$ cat src/rtl/shift_piso_tx_if.sv
// Word handshake and serial-side signals of the PISO transmitter.
// The core side uses master; the transmitter uses slave.
interface shift_piso_tx_if #(
  parameter int unsigned WIDTH = 12
);
  logic [WIDTH-1:0] load_data;
  logic             load_valid;
  logic             load_ready;
  logic             shift_out;
  logic             shift_valid;
  logic             last_bit;

  modport master (
    output load_data, load_valid,
    input  load_ready, shift_out, shift_valid, last_bit
  );

  modport slave (
    input  load_data, load_valid,
    output load_ready, shift_out, shift_valid, last_bit
  );
endinterface

$ cat src/rtl/shift_piso_tx.sv
// Parallel-in serial-out transmitter: accepts a WIDTH-bit word over valid/ready
// and shifts it out MSB first, one bit per clk.
module shift_piso_tx #(
  parameter int unsigned WIDTH        = 12,
  parameter bit          BACK_TO_BACK = 1'b1,
  parameter bit          IDLE_BIT     = 1'b0
) (
  input  logic          clk,
  input  logic          clr,
  shift_piso_tx_if.slave bus
);

  localparam int unsigned     CW       = $clog2(WIDTH);
  localparam logic [CW-1:0]   CNT_LAST = CW'(WIDTH - 1);

  typedef enum logic {
    IDLE  = 1'b0,
    SHIFT = 1'b1
  } state_t;

  state_t            state_q, state_d;
  logic [WIDTH-1:0]  sreg_q,  sreg_d;
  logic [CW-1:0]     cnt_q,   cnt_d;
  logic              cnt_last;
  logic              load_ready;
  logic              accept;

  assign cnt_last = (cnt_q == CNT_LAST);

  always_comb begin
    state_d    = state_q;
    sreg_d     = sreg_q;
    cnt_d      = cnt_q;
    load_ready = (state_q == IDLE) ||
                 (BACK_TO_BACK && (state_q == SHIFT) && cnt_last);
    accept     = bus.load_valid && load_ready;

    unique case (state_q)
      IDLE: begin
        if (accept) begin
          sreg_d  = bus.load_data;
          cnt_d   = '0;
          state_d = SHIFT;
        end
      end
      SHIFT: begin
        if (!cnt_last) begin
          sreg_d = {sreg_q[WIDTH-2:0], 1'b0};
          cnt_d  = cnt_q + CW'(1);
        end else if (accept) begin
          // Reload on the last bit so the new MSB follows the old LSB with no gap.
          sreg_d = bus.load_data;
          cnt_d  = '0;
        end else begin
          sreg_d  = {sreg_q[WIDTH-2:0], 1'b0};
          cnt_d   = '0;
          state_d = IDLE;
        end
      end
      default: state_d = IDLE;
    endcase
  end

  always_ff @(posedge clk) begin
    if (clr) begin
      state_q <= IDLE;
      sreg_q  <= '0;
      cnt_q   <= '0;
    end else begin
      state_q <= state_d;
      sreg_q  <= sreg_d;
      cnt_q   <= cnt_d;
    end
  end

  assign bus.load_ready  = load_ready;
  assign bus.shift_valid = (state_q == SHIFT);
  assign bus.shift_out   = (state_q == SHIFT) ? sreg_q[WIDTH-1] : IDLE_BIT;
  assign bus.last_bit    = (state_q == SHIFT) && cnt_last;

endmodule

$ cat src/flat_wrapper.sv
// flat-port wrapper written by rule: the top's interface ports become plain ports
module shift_piso_tx_flat 
#(
  parameter int unsigned WIDTH        = 12,
  parameter bit          BACK_TO_BACK = 1'b1,
  parameter bit          IDLE_BIT     = 1'b0
)
  (clk, clr, bus_load_data, bus_load_valid, bus_load_ready, bus_shift_out, bus_shift_valid, bus_last_bit);
  shift_piso_tx_if #(.WIDTH(WIDTH)) bus_i ();
  input  logic clk;
  input  logic clr;
  input wire logic [$bits(bus_i.load_data)-1:0] bus_load_data;
  input wire logic [$bits(bus_i.load_valid)-1:0] bus_load_valid;
  output wire logic [$bits(bus_i.load_ready)-1:0] bus_load_ready;
  output wire logic [$bits(bus_i.shift_out)-1:0] bus_shift_out;
  output wire logic [$bits(bus_i.shift_valid)-1:0] bus_shift_valid;
  output wire logic [$bits(bus_i.last_bit)-1:0] bus_last_bit;
  assign bus_i.load_data = bus_load_data;
  assign bus_i.load_valid = bus_load_valid;
  assign bus_load_ready = bus_i.load_ready;
  assign bus_shift_out = bus_i.shift_out;
  assign bus_shift_valid = bus_i.shift_valid;
  assign bus_last_bit = bus_i.last_bit;
  shift_piso_tx #(.WIDTH(WIDTH), .BACK_TO_BACK(BACK_TO_BACK), .IDLE_BIT(IDLE_BIT)) u_core (.clk(clk), .clr(clr), .bus(bus_i));
endmodule
$ cat config.mk
export PLATFORM = sky130hd
export DESIGN_NAME = shift_piso_tx_flat
export DESIGN_NICKNAME = d
export VERILOG_FILES = /design/src/rtl/shift_piso_tx_if.sv /design/src/rtl/shift_piso_tx.sv /design/src/flat_wrapper.sv
export SDC_FILE = /design/constraint.sdc
export NUM_CORES = 1
export LEC_CHECK = 0
export BUFFER_PORTS_ARGS = -buffer_cell sky130_fd_sc_hd__buf_4
export CORE_AREA = 3 3 51 53
export DETAILED_ROUTE_END_ITERATION = 8
export DIE_AREA = 0 0 54 56
export SYNTH_ARGS = -nofsm -noshare
export SYNTH_HDL_FRONTEND = slang
export SYNTH_SLANG_ARGS = --single-unit
$ cat constraint.sdc
create_clock -name clk -period 1.4 [get_ports clk]
set_input_delay 0.14 -clock clk [delete_from_list [all_inputs] [get_ports clk]]
set_output_delay 0.14 -clock clk [all_outputs]
set_load 0.05 [all_outputs]
Yosys cells after proc, flatten, opt, wreduce, memory -nomap -nowiden
Index checks and enable logic that the tools add are counted.
- bits of input ports: 15
- logic and storage cells: 21
- register bits: 17
- multiplexer cells: 11
- reductions and logical operators: 3
- bitwise gates (word level): 1
- add/sub/neg operators: 1
- equal/unequal tests: 2
- operators with widths (operator ; number):
    $mux 12 ; 3
    $pmux 12 s2 ; 1
    $mux 4 ; 2
    $pmux 4 s2 ; 1
    $add 4x1->4 const B ; 1
    $eq 4x4->1 const B ; 1
    $mux 1 ; 3
    $logic_and 1x1->1 ; 2
    $ne 2x1->1 const B ; 1
    $pmux 1 s2 ; 1
    $logic_or 1x1->1 ; 1
    $not 1->1 ; 1

Logic depth before layout (Yosys ltp)
Gate-level depths: netlist (run 1).
- depth after elaboration: 7
- mapped depth: 5
- mapped depth without buffers: 4

Least setup slack after synthesis (run 1)
Ideal clock, no wire load.
- path type: register to register
- start point: register u_core.state_q, in the netlist u_core.bus.shift_valid
- end point: register u_core.sreg_q[0]
- cell stages (with the launch flop): 4
- setup time: 0.117 ns
- arrival time: 1.617 ns
- period minus slack after synthesis: 1.734 ns
- slack: -0.334 ns
- cell sequence: dfxtp_1 > buf_2 > nand2_1 > a41o_1
- longest elaborated chain between the ends: 6
- ends and longest elaborated chain (element ; RTL line ; RTL):
    from (decl) ; shift_piso_tx.sv:21 ; state_t state_q, state_d;
    from (signal assigned) ; shift_piso_tx.sv:70 ; state_q <= state_d;
    $logic_and 1x1->1 / $not 1->1 (equally long branches) ; shift_piso_tx.sv:35, shift_piso_tx.sv:34 ;
    $logic_or 1x1->1 (*) ; shift_piso_tx.sv:34 ; load_ready = (state_q == IDLE) ||
    named net bus_load_ready ; flat_wrapper.sv:14 ; output wire logic [$bits(bus_i.load_ready)-1:0] bus_load_ready;
    $logic_and 1x1->1 (*) ; shift_piso_tx.sv:36 ; accept = bus.load_valid && load_ready;
    $mux 12 ; shift_piso_tx.sv:50 ; end else if (accept) begin
    $mux 12 ; shift_piso_tx.sv:47 ; if (!cnt_last) begin
    $pmux 12 s2 ; shift_piso_tx.sv:38 ; unique case (state_q)
    to (signal assigned) ; shift_piso_tx.sv:71 ; sreg_q <= sreg_d;
    to (decl) ; shift_piso_tx.sv:22 ; logic [WIDTH-1:0] sreg_q, sreg_d;
Mark *: on every way through the listed nets, which the timed path passes. The rest lies on a longest branch.
A chain may end at the register's enable or synchronous reset.

Worst setup path after layout (run 1)
- start point: register u_core.cnt_q[1]
- end point: output port bus_load_ready
- longest elaborated chain between the ends: 3
- ends and longest elaborated chain (element ; RTL line ; RTL):
    from (decl) ; shift_piso_tx.sv:23 ; logic [CW-1:0] cnt_q, cnt_d;
    from (signal assigned) ; shift_piso_tx.sv:72 ; cnt_q <= cnt_d;
    $eq 4x4->1 ; shift_piso_tx.sv:28 ; assign cnt_last = (cnt_q == CNT_LAST);
    $logic_and 1x1->1 ; shift_piso_tx.sv:35 ; (BACK_TO_BACK && (state_q == SHIFT) && cnt_last);
    $logic_or 1x1->1 ; shift_piso_tx.sv:34 ;
    to (decl) ; flat_wrapper.sv:14 ;
No other way between the ends.

==> results of run 1 <==
-- metal layers --
| layer | vias to the layer above | share of wire | wire [um] |
|---|---|---|---|
| met5 | - | 0 | 0 |
| met4 | 0 | 0.0068 | 14 |
| met3 | 2 | 0.041 | 85 |
| met2 | 11 | 0.48 | 980 |
| met1 | 380 | 0.47 | 970 |
| li1 | 409 | - | - |
-- per-stage QoR --
stage               std cells  TNS (ns)  instance area (sq um)
global route              147    -0.147                   1160
CTS                       146   -0.0158                   1110
global placement          140         0                   1040
finish                    147         0                   1160
floorplan                  96         0                    878
detailed placement        140         0                   1040
-- final timing paths --
kind                                 start                             to  slack, ns  cells past startpoint
min reg2reg  u_core.sreg_q[2]$_SDFFE_PP0P_  u_core.sreg_q[3]$_SDFFE_PP0P_       0.47                      2
max reg2reg   u_core.cnt_q[1]$_SDFFE_PP0P_  u_core.sreg_q[6]$_SDFFE_PP0P_       0.04                      6
min                       bus_load_data[0]  u_core.sreg_q[0]$_SDFFE_PP0P_       0.09                      2
max           u_core.cnt_q[1]$_SDFFE_PP0P_                 bus_load_ready       0.01                      4
-- logic make-up (layout without fill, tap and decap cells) --
logic type | count (synthesis) | in the layout | share of synthesized area
fa+ha+maj | 1 | 1 | 0.0144
simple gates | 33 | 33 | 0.201
compound gates | 27 | 27 | 0.231
mux | 7 | 7 | 0.0905
buf+inv | 11 | 34 | 0.0718
flops | 17 | 17 | 0.391
-- placed cells by master, fill, tap and decap left out --
master and instances:
a21oi_1 9, a21oi_2 1, a21oi_4 1, a22oi_2 7, a31oi_1 1, a41o_1 1, and2_2 1, and4b_2 1
buf_4 24, buf_6 2, buf_8 1, clkbuf_1 1, clkbuf_4 3, dfxtp_1 14, dfxtp_2 3, ha_4 1
inv_1 2, inv_2 1, mux2_2 7, nand2_1 2, nand2_2 1, nand3_1 9, nand3b_1 1, nand4b_1 1
nor2_1 7, nor2_2 1, nor2b_1 1, nor3_1 4, nor3b_1 1, nor4b_1 1, o2111ai_1 1, o21ai_0 1
o221a_2 4, o31ai_1 1, or3_1 1, or4_1 1
-- report_power, final --
part | leakage (nW) | internal, mW | switching, mW | total (mW)
clock network | 0.0150 | 0.111 | 0.150 | 0.261
logic | 0.295 | 0.103 | 0.109 | 0.212
registers | 0.141 | 0.514 | 0.0164 | 0.530
total | 0.450 | 0.728 | 0.275 | 1.00
-- area by class of cell --
type / instances / area (sq um) / area share
multi-input cells: 68 / 527 / 0.454
clock buffers: 4 / 26.3 / 0.0226
well taps: 28 / 35.0 / 0.0302
repair buffers: 27 / 218 / 0.188
inverters: 3 / 11.3 / 0.00970
flip-flops and latches: 17 / 344 / 0.296
-- worst reg2reg max path: stages, from the launching register on --
cell,delay [ns]
dfxtp_2,0.35
ha_4,0.15
buf_4,0.13
and4b_2,0.24
buf_4,0.15
a22oi_2,0.16
a21oi_2,0.07
-- sequential cells by signal, indices dropped and copies added, names as in the netlist --
register                flops
u_core.bus.shift_valid      1
u_core.cnt_q                4
u_core.sreg_q              12
-- timing repair --
action,CTS,global route
endpoints found under the setup margin,2,9
pin swaps,3,13
gates cloned,0,0
resized for setup,6,11
buffers inserted,2,1
==> results.json, run 1 <==
{
  "path_class": "flop to primary output",
  "fin_crit_ns": 1.39,
  "maxSlewViolCount": 0,
  "core_area_sq_mm": 0.00219,
  "drt-total-wl_mm": 2.05,
  "p_leak_nw": 0.450,
  "drive_gt1_frac": 0.496,
  "setup_ws_ns": 0.0128,
  "min_period_over_period": 0.991,
  "max_freq_ghz": 0.721,
  "wl_per_cell_um": 14.0,
  "via_per_inst": 5.46,
  "die_y_um": 56,
  "yosysWarningCount": 0,
  "synth_area_leader_cell": "dfxtp_1",
  "max_stage_delay_ns": 0.36,
  "synth_ff_type": "dfxtp_1",
  "async_reset_ff_frac": 0,
  "fin_worst_skew_ns": 0.00136,
  "synth-edff-count": 0,
  "first_global_vias": 751,
  "netlist_top_cells_count": "17 x dfxtp_1, 10 x a21oi_1, 9 x nand3_1",
  "relSlewSlack": 0.813,
  "grt_pass1_wl_mm": 3.31,
  "vias": 802,
  "pre_cts_slack_ns": 0.0565,
  "met1_usage": 0.182,
  "hp-class": "input port to flop",
  "pin_count": 19,
  "grt_max_degree": 20,
  "area_growth_syn_to_layout_pct": 33.3,
  "synthesis.nets": 112,
  "tritoncts": "done",
  "cp.required_ns": 1.26,
  "critPathLaunchType": "flop",
  "dieWidth_um": 54,
  "cap_viol_max_count": 0,
  "p_total_mw": 1.00,
  "cts_buffer_depth": 2,
  "final_util": 0.530,
  "timing.final.hold_violations": 0,
  "drc_errors": 0,
  "met2_usage": 0.227,
  "powerDensity_mw_per_mm2": 864,
  "tightest_slew_ns": 0.277,
  "drt_iter0_markers": 19,
  "root_buffer": "clkbuf_4",
  "crit_arrival_ns": 1.25,
  "drt_pre_antenna_iters": 2,
  "outcome": "completed",
  "insertion_delay_ns": 0.29,
  "place_congestion": 0.720,
  "holdBufCountCts": 0,
  "grt_usage": 0.143,
  "antenna_cells": 0,
  "path_clk_slew_ns": 0.10,
  "synthMostInstantiatedCell": "dfxtp_1",
  "cts_buffers": 3,
  "antenna_found_initial": 0,
  "cp.buffers_inverters": 1,
  "fillers": 224,
  "finalSetupViolCount": 0,
  "path_delay_family": "flip-flops",
  "grt-ovfl-total": 0,
  "critPathSlowestCell": "dfxtp_2",
  "htreeDepth": 1,
  "syn_area_per_cell_sq_um": 9.07,
  "crit_fanout": 3,
  "start_util": 0.397,
  "use_met3": 0.0563,
  "clock_sinks": 17,
  "ir_drop_uv": 781,
  "ys_seq_area_frac": 0.391,
  "whs_ns": 0.0944,
  "top_usage_layer": "met2",
  "io_buffers": 18,
  "die_area_sq_mm": 0.00302,
  "yosys.area.top_type_share": 0.391,
  "endpoint_kind": "primary output",
  "synth.area.top_cells": "dfxtp_1 39%, mux2_2 9.1%, a22oi_1 6.0%, a21oi_1 5.7%, nand3_1 5.2%",
  "synthesis.area_sq_um": 871,
  "num_rows": 17,
  "fin_nets": 136,
  "dpl.hpwl_mm": 1.29,
  "worstPathCellList": "ha_4, nand3b_1, nand2_2, buf_8",
  "rsz0062_at_grt": "yes",
  "drtAntennaViolNets": 0,
  "synth_cell_types": 31,
  "postSynthCellCount": 96,
  "ys_ff_latch": 17
}
(Power assumes the default switching activity.)
==> run 2, diff against run 1 <==
--- a/config.mk
+++ b/config.mk
@@ -6,9 +6,9 @@
 export NUM_CORES = 1
 export LEC_CHECK = 0
 export BUFFER_PORTS_ARGS = -buffer_cell sky130_fd_sc_hd__buf_4
-export CORE_AREA = 3 3 51 53
+export CORE_AREA = 2 2 50 52
 export DETAILED_ROUTE_END_ITERATION = 8
-export DIE_AREA = 0 0 54 56
+export DIE_AREA = 0 0 52 54
 export SYNTH_ARGS = -nofsm -noshare
 export SYNTH_HDL_FRONTEND = slang
 export SYNTH_SLANG_ARGS = --single-unit
==> run 2 against run 1 <==
  * Non-clock buffer count is 2 lower
  * Die area decreased by 7.1%
  * Cell count stayed put
  * Sequential power is 0.8% higher
  * Combinational power down 10%
  * Worst hold slack worse by 0.0082 ns
  * Count of clock-buffer cells in the layout is 1 lower
  * Global-route usage increased by 1.0 points
  * Setup slack better by 0.013 ns
  * Highest routed layer unchanged
==> results.json, run 2 (synthesis gave the netlist of run 1 again) <==
{
  "dieWidth_um": 52,
  "antenna_cells": 0,
  "tightest_slew_ns": 0.262,
  "ir_drop_uv": 471,
  "vias": 792,
  "cts_buffers": 3,
  "relSlewSlack": 0.823,
  "grt_usage": 0.153,
  "cts_buffer_depth": 2,
  "crit_fanout": 4,
  "num_rows": 18,
  "core_area_sq_mm": 0.00232,
  "insertion_delay_ns": 0.30,
  "drive_gt1_frac": 0.419,
  "maxSlewViolCount": 0,
  "io_buffers": 18,
  "drt_pre_antenna_iters": 4,
  "final_area_sq_mm": 0.00111,
  "p_total_mw": 0.999,
  "final_cell_mix": "23 x buf_4, 14 x dfxtp_1, 10 x a21oi_1",
  "path_class": "flop to primary output",
  "cap_viol_max_count": 0,
  "first_global_vias": 701,
  "outcome": "completed",
  "max_freq_ghz": 0.728,
  "drc_errors": 0,
  "crit_arrival_ns": 1.23,
  "antenna_found_initial": 0,
  "critPathLaunchType": "flop",
  "cp.required_ns": 1.26,
  "die_area_sq_mm": 0.00281,
  "drt_iter0_markers": 10,
  "drt-total-wl_mm": 1.97,
  "clock_sinks": 17,
  "p_leak_nw": 0.440,
  "die_y_um": 54,
  "pin_count": 19,
  "start_util": 0.375,
  "dpl.hpwl_mm": 1.33,
  "via_per_inst": 5.39,
  "largest_reg_flops": 12,
  "finalSetupViolCount": 0,
  "timing.final.hold_violations": 0,
  "fin_crit_ns": 1.37,
  "regMostFlops": "u_core.sreg_q",
  "hp-class": "input port to flop",
  "drtAntennaViolNets": 0,
  "dpl_cell_area_sq_mm": 0.00103,
  "place_congestion": 0.763,
  "rsz0062_at_grt": "yes",
  "fin_nets": 134,
  "tritoncts": "done",
  "path_clk_slew_ns": 0.10,
  "htreeDepth": 1,
  "endpoint_kind": "primary output",
  "grt_pass1_wl_mm": 3.15,
  "wl_per_cell_um": 13.4,
  "grt_max_degree": 20,
  "min_period_over_period": 0.981,
  "grt-ovfl-total": 0,
  "fin_worst_skew_ns": 0.00435,
  "root_buffer": "clkbuf_4",
  "area_growth_syn_to_layout_pct": 27.3,
  "powerDensity_mw_per_mm2": 901,
  "layout_commonest_cell": "buf_4"
}
[run 2: cell count changes in the layout (fill, tap and decap cells not counted), sizes merged]
| cell | previous run | this run |
|---|---|---|
| clkbuf | 4 | 3 |
| buf | 27 | 25 |
| clkinv | 0 | 1 |
[run 2: cell type report]
class / count / area [sq um]
repair buffers: 25 / 199
fillers: 225 / 1210
clock buffers: 3 / 22.5
flip-flops and latches: 17 / 347
clock inverters: 1 / 5.00
multi-input cells: 68 / 487
well taps: 30 / 37.5
inverters: 3 / 11.3
[run 2: final timing paths]
check	slack, ns	start	cells past startpoint	end
worst max-delay path	0.03	u_core.cnt_q[0]$_SDFFE_PP0P_	4	bus_load_ready
worst min register to register	0.47	u_core.sreg_q[4]$_SDFFE_PP0P_	2	u_core.sreg_q[5]$_SDFFE_PP0P_
worst min-delay path	0.09	bus_load_data[0]	2	u_core.sreg_q[0]$_SDFFE_PP0P_
worst max register to register	0.08	u_core.cnt_q[0]$_SDFFE_PP0P_	5	u_core.cnt_q[2]$_SDFFE_PP0P_
[run 2: critical path, stage by stage (launching register included)]
cell	delay (ns)
dfxtp_2	0.36
ha_4	0.14
nand3b_1	0.13
nand2_2	0.14
buf_8	0.15
[run 2: metal layers]
metal	share of wire	vias to the layer above	track usage
met5	0	-	0
met4	0.020	0	0.0921
met3	0.049	5	0.0306
met2	0.45	18	0.230
met1	0.48	367	0.201
li1	-	402	-
[run 2: where the power goes]
part / internal [mW] / leakage [nW] / switching (mW)
sequential: 0.513 / 0.141 / 0.0209
combinational: 0.0939 / 0.281 / 0.0958
clock: 0.107 / 0.0177 / 0.169
[run 2: per-stage QoR]
stage          instances   util    TNS, ns  hold WS [ns]  setup slack [ns]
5_1_grt              147  0.478    -0.0860        0.0723           -0.0476
2_1_floorplan         96      -          0         0.303            0.0404
6_report             147  0.478          0        0.0862            0.0261
4_1_cts              147  0.475  -0.000183        0.0846         -0.000183
3_3_place_gp         140  0.444          0         0.391            0.0549
3_5_place_dp         140  0.444          0         0.398            0.0403
[run 2: timing repair]
| item | CTS | global route |
|---|---|---|
| cloned | 0 | 0 |
| setup endpoints to repair | 2 | 3 |
| resized for setup | 6 | 2 |
| pin swaps | 3 | 3 |
| setup buffers | 3 | 0 |
| hold buffers | 0 | 0 |
==> run 3, diff against run 2 <==
--- a/config.mk
+++ b/config.mk
@@ -9,6 +9,7 @@
 export CORE_AREA = 2 2 50 52
 export DETAILED_ROUTE_END_ITERATION = 8
 export DIE_AREA = 0 0 52 54
+export RECOVER_POWER = 100
 export SYNTH_ARGS = -nofsm -noshare
 export SYNTH_HDL_FRONTEND = slang
 export SYNTH_SLANG_ARGS = --single-unit
==> run 3 against run 2 <==
  * Power is 0.15% lower
  * Count of clock-buffer cells in the layout unchanged
  * Non-clock buffer count did not move
  * Sequential power about the same
  * Setup slack worse by 0.0011 ns
  * Final area decreased by 1.5%
  * Die area stayed put
  * Maximum frequency is essentially flat
  * First-iteration DRC count is the same
  * Global-route usage is the same
  * Sequential share of layout area is 0.47 points higher
  * Worst hold slack got worse by 0.0027 ns
  * Critical endpoint unchanged
  * Largest cell class unchanged
  * Highest routed layer unchanged
==> results.json, run 3 (synthesis gave the netlist of run 1 again) <==
{
  "outcome": "completed",
  "insertion_delay_ns": 0.30,
  "setup_ws_ns": 0.0250,
  "place_congestion": 0.763,
  "rsz0062_at_grt": "yes",
  "ir_drop_uv": 470,
  "regMostFlops": "u_core.sreg_q",
  "maxSlewViolCount": 0,
  "layout_commonest_cell": "buf_4",
  "grt_pass1_wl_mm": 3.15,
  "r2r_slack_ns": 0.08,
  "core_area_sq_mm": 0.00232,
  "fin_nets": 134,
  "vias": 790,
  "endpoint_kind": "primary output",
  "crit_arrival_ns": 1.24,
  "multi_input_area_sq_um": 475,
  "tritoncts": "done",
  "cp.required_ns": 1.26,
  "first_global_vias": 701,
  "dpl.hpwl_mm": 1.33,
  "htreeDepth": 1,
  "r2r-start": "u_core.cnt_q[0]$_SDFFE_PP0P_",
  "drc_errors": 0,
  "p_leak_nw": 0.436,
  "cap_viol_max_count": 0,
  "worstSetupStartpoint": "u_core.cnt_q[0]$_SDFFE_PP0P_",
  "antenna_found_initial": 0,
  "relSlewSlack": 0.776,
  "p_total_mw": 0.998,
  "holdBufCountCts": 0,
  "max_freq_ghz": 0.727,
  "via_per_inst": 5.37,
  "die_y_um": 54,
  "max_stage_delay_ns": 0.37,
  "seqCellArea_sq_um": 347,
  "grt-ovfl-total": 0,
  "p_switching_mw": 0.286,
  "grt_max_degree": 20,
  "seqPwrFrac": 0.535,
  "p_clk_frac": 0.279,
  "wl_per_cell_um": 13.3,
  "timing.rr.end": "u_core.sreg_q[8]$_SDFFE_PP0P_",
  "root_buffer": "clkbuf_4",
  "pre_cts_slack_ns": 0.0403,
  "drt-total-wl_mm": 1.95,
  "reg2reg_depth": 4,
  "timing.final.hold_violations": 0,
  "fin_crit_ns": 1.38,
  "p_int_mw": 0.711,
  "start_util": 0.375,
  "hp-class": "input port to flop",
  "powerDensity_mw_per_mm2": 913,
  "finalSetupViolCount": 0,
  "grt_usage": 0.153,
  "pin_count": 19,
  "critPathSlowestCell": "dfxtp_2",
  "dieWidth_um": 52,
  "clock_sinks": 17,
  "crit_fanout": 4,
  "crit_end": "bus_load_ready",
  "cts_buffer_depth": 2,
  "drtAntennaViolNets": 0,
  "critPathLaunchType": "flop",
  "path_clk_slew_ns": 0.11,
  "drive_gt1_frac": 0.410,
  "cp.buffers_inverters": 1,
  "largest_reg_flops": 12,
  "drt_iter0_markers": 10,
  "die_area_sq_mm": 0.00281,
  "min_period_over_period": 0.982,
  "tightest_slew_ns": 0.336,
  "antenna_cells": 0,
  "cts_buffers": 3,
  "io_buffers": 18,
  "combPwrFrac": 0.186,
  "drt_pre_antenna_iters": 4,
  "fin_worst_skew_ns": 0.00164,
  "worstPathCellList": "ha_4, nand3b_1, nand2_2, buf_8",
  "cp_num_cells": 4,
  "fillers": 226,
  "num_rows": 18,
  "path_delay_family": "flip-flops",
  "path_class": "flop to primary output",
  "switching_share": 0.287,
  "area_growth_syn_to_layout_pct": 25.4,
  "final_cell_mix": "21 x buf_4, 14 x dfxtp_1, 11 x a21oi_1"
}
[run 3: cell types whose count changed in the layout (fill, tap and decap cells not counted)]
cell	previous run	this run
buf_4	23	21
clkbuf_2	0	2
a21oi_1	10	11
a21oi_4	1	0
[run 3: per-stage QoR]
step	hold WS (ns)	instances	TNS [ns]	util	instance area, sq um
2_1_floorplan	0.303	96	0	-	878
3_3_place_gp	0.391	140	0	0.444	1030
3_5_place_dp	0.398	140	0	0.444	1030
4_1_cts	0.0846	147	-0.000183	0.475	1100
5_1_grt	0.0723	147	-0.0860	0.471	1090
6_report	0.0835	147	0	0.471	1090
[run 3: what timing repair did]
item / 4_1_cts / 5_1_grt
buffers inserted: 3 / 0
pin swaps: 3 / 3
gates resized for setup: 6 / 2
setup endpoints to repair: 2 / 3
[run 3: layout make-up]
cell class,count,area share
Clock buffer,3,0.0206
Clock inverter,1,0.00458
Multi-Input combinational cell,68,0.435
Inverter,3,0.0103
Tap cell,30,0.0344
Timing Repair Buffer,25,0.178
Sequential cell,17,0.317
[run 3: layer usage]
layer,vias to the layer above,global-route usage,share of wire
met5,-,0,0
met4,0,0.0921,0.018
met3,3,0.0306,0.055
met2,22,0.230,0.45
met1,363,0.201,0.48
li1,402,-,-
[run 3: worst min path at each step]
stage / start / end / slack (ns) / cells after the start
final: bus_load_data[0] / u_core.sreg_q[0]$_SDFFE_PP0P_ / 0.08 / 2
after floorplan: bus_load_data[0] / u_core.sreg_q[0]$_SDFFE_PP0P_ / 0.30 / 1
after detailed placement: bus_load_data[0] / u_core.sreg_q[0]$_SDFFE_PP0P_ / 0.40 / 2
after global placement: bus_load_data[0] / u_core.sreg_q[0]$_SDFFE_PP0P_ / 0.39 / 2
after global routing: bus_load_data[0] / u_core.sreg_q[0]$_SDFFE_PP0P_ / 0.07 / 2
after CTS: bus_load_data[0] / u_core.sreg_q[0]$_SDFFE_PP0P_ / 0.08 / 2
[run 3: worst reg2reg max path: cells and delay by family, from the launching register on]
kind	cells	cell delay [ns]
AOI/OAI and AO/OA	2	0.56
DFF	1	0.35
and+or+nand+nor	1	0.21
adders and majority gates	1	0.16
[run 3: power by group through the flow]
stage	Clock (mW)	Sequential (mW)	Combinational (mW)
floorplan	0	0.544	0.124
global placement	0	0.543	0.181
detailed placement	0	0.543	0.184
CTS	0.282	0.535	0.189
global route	0.308	0.538	0.203
finish	0.278	0.534	0.186
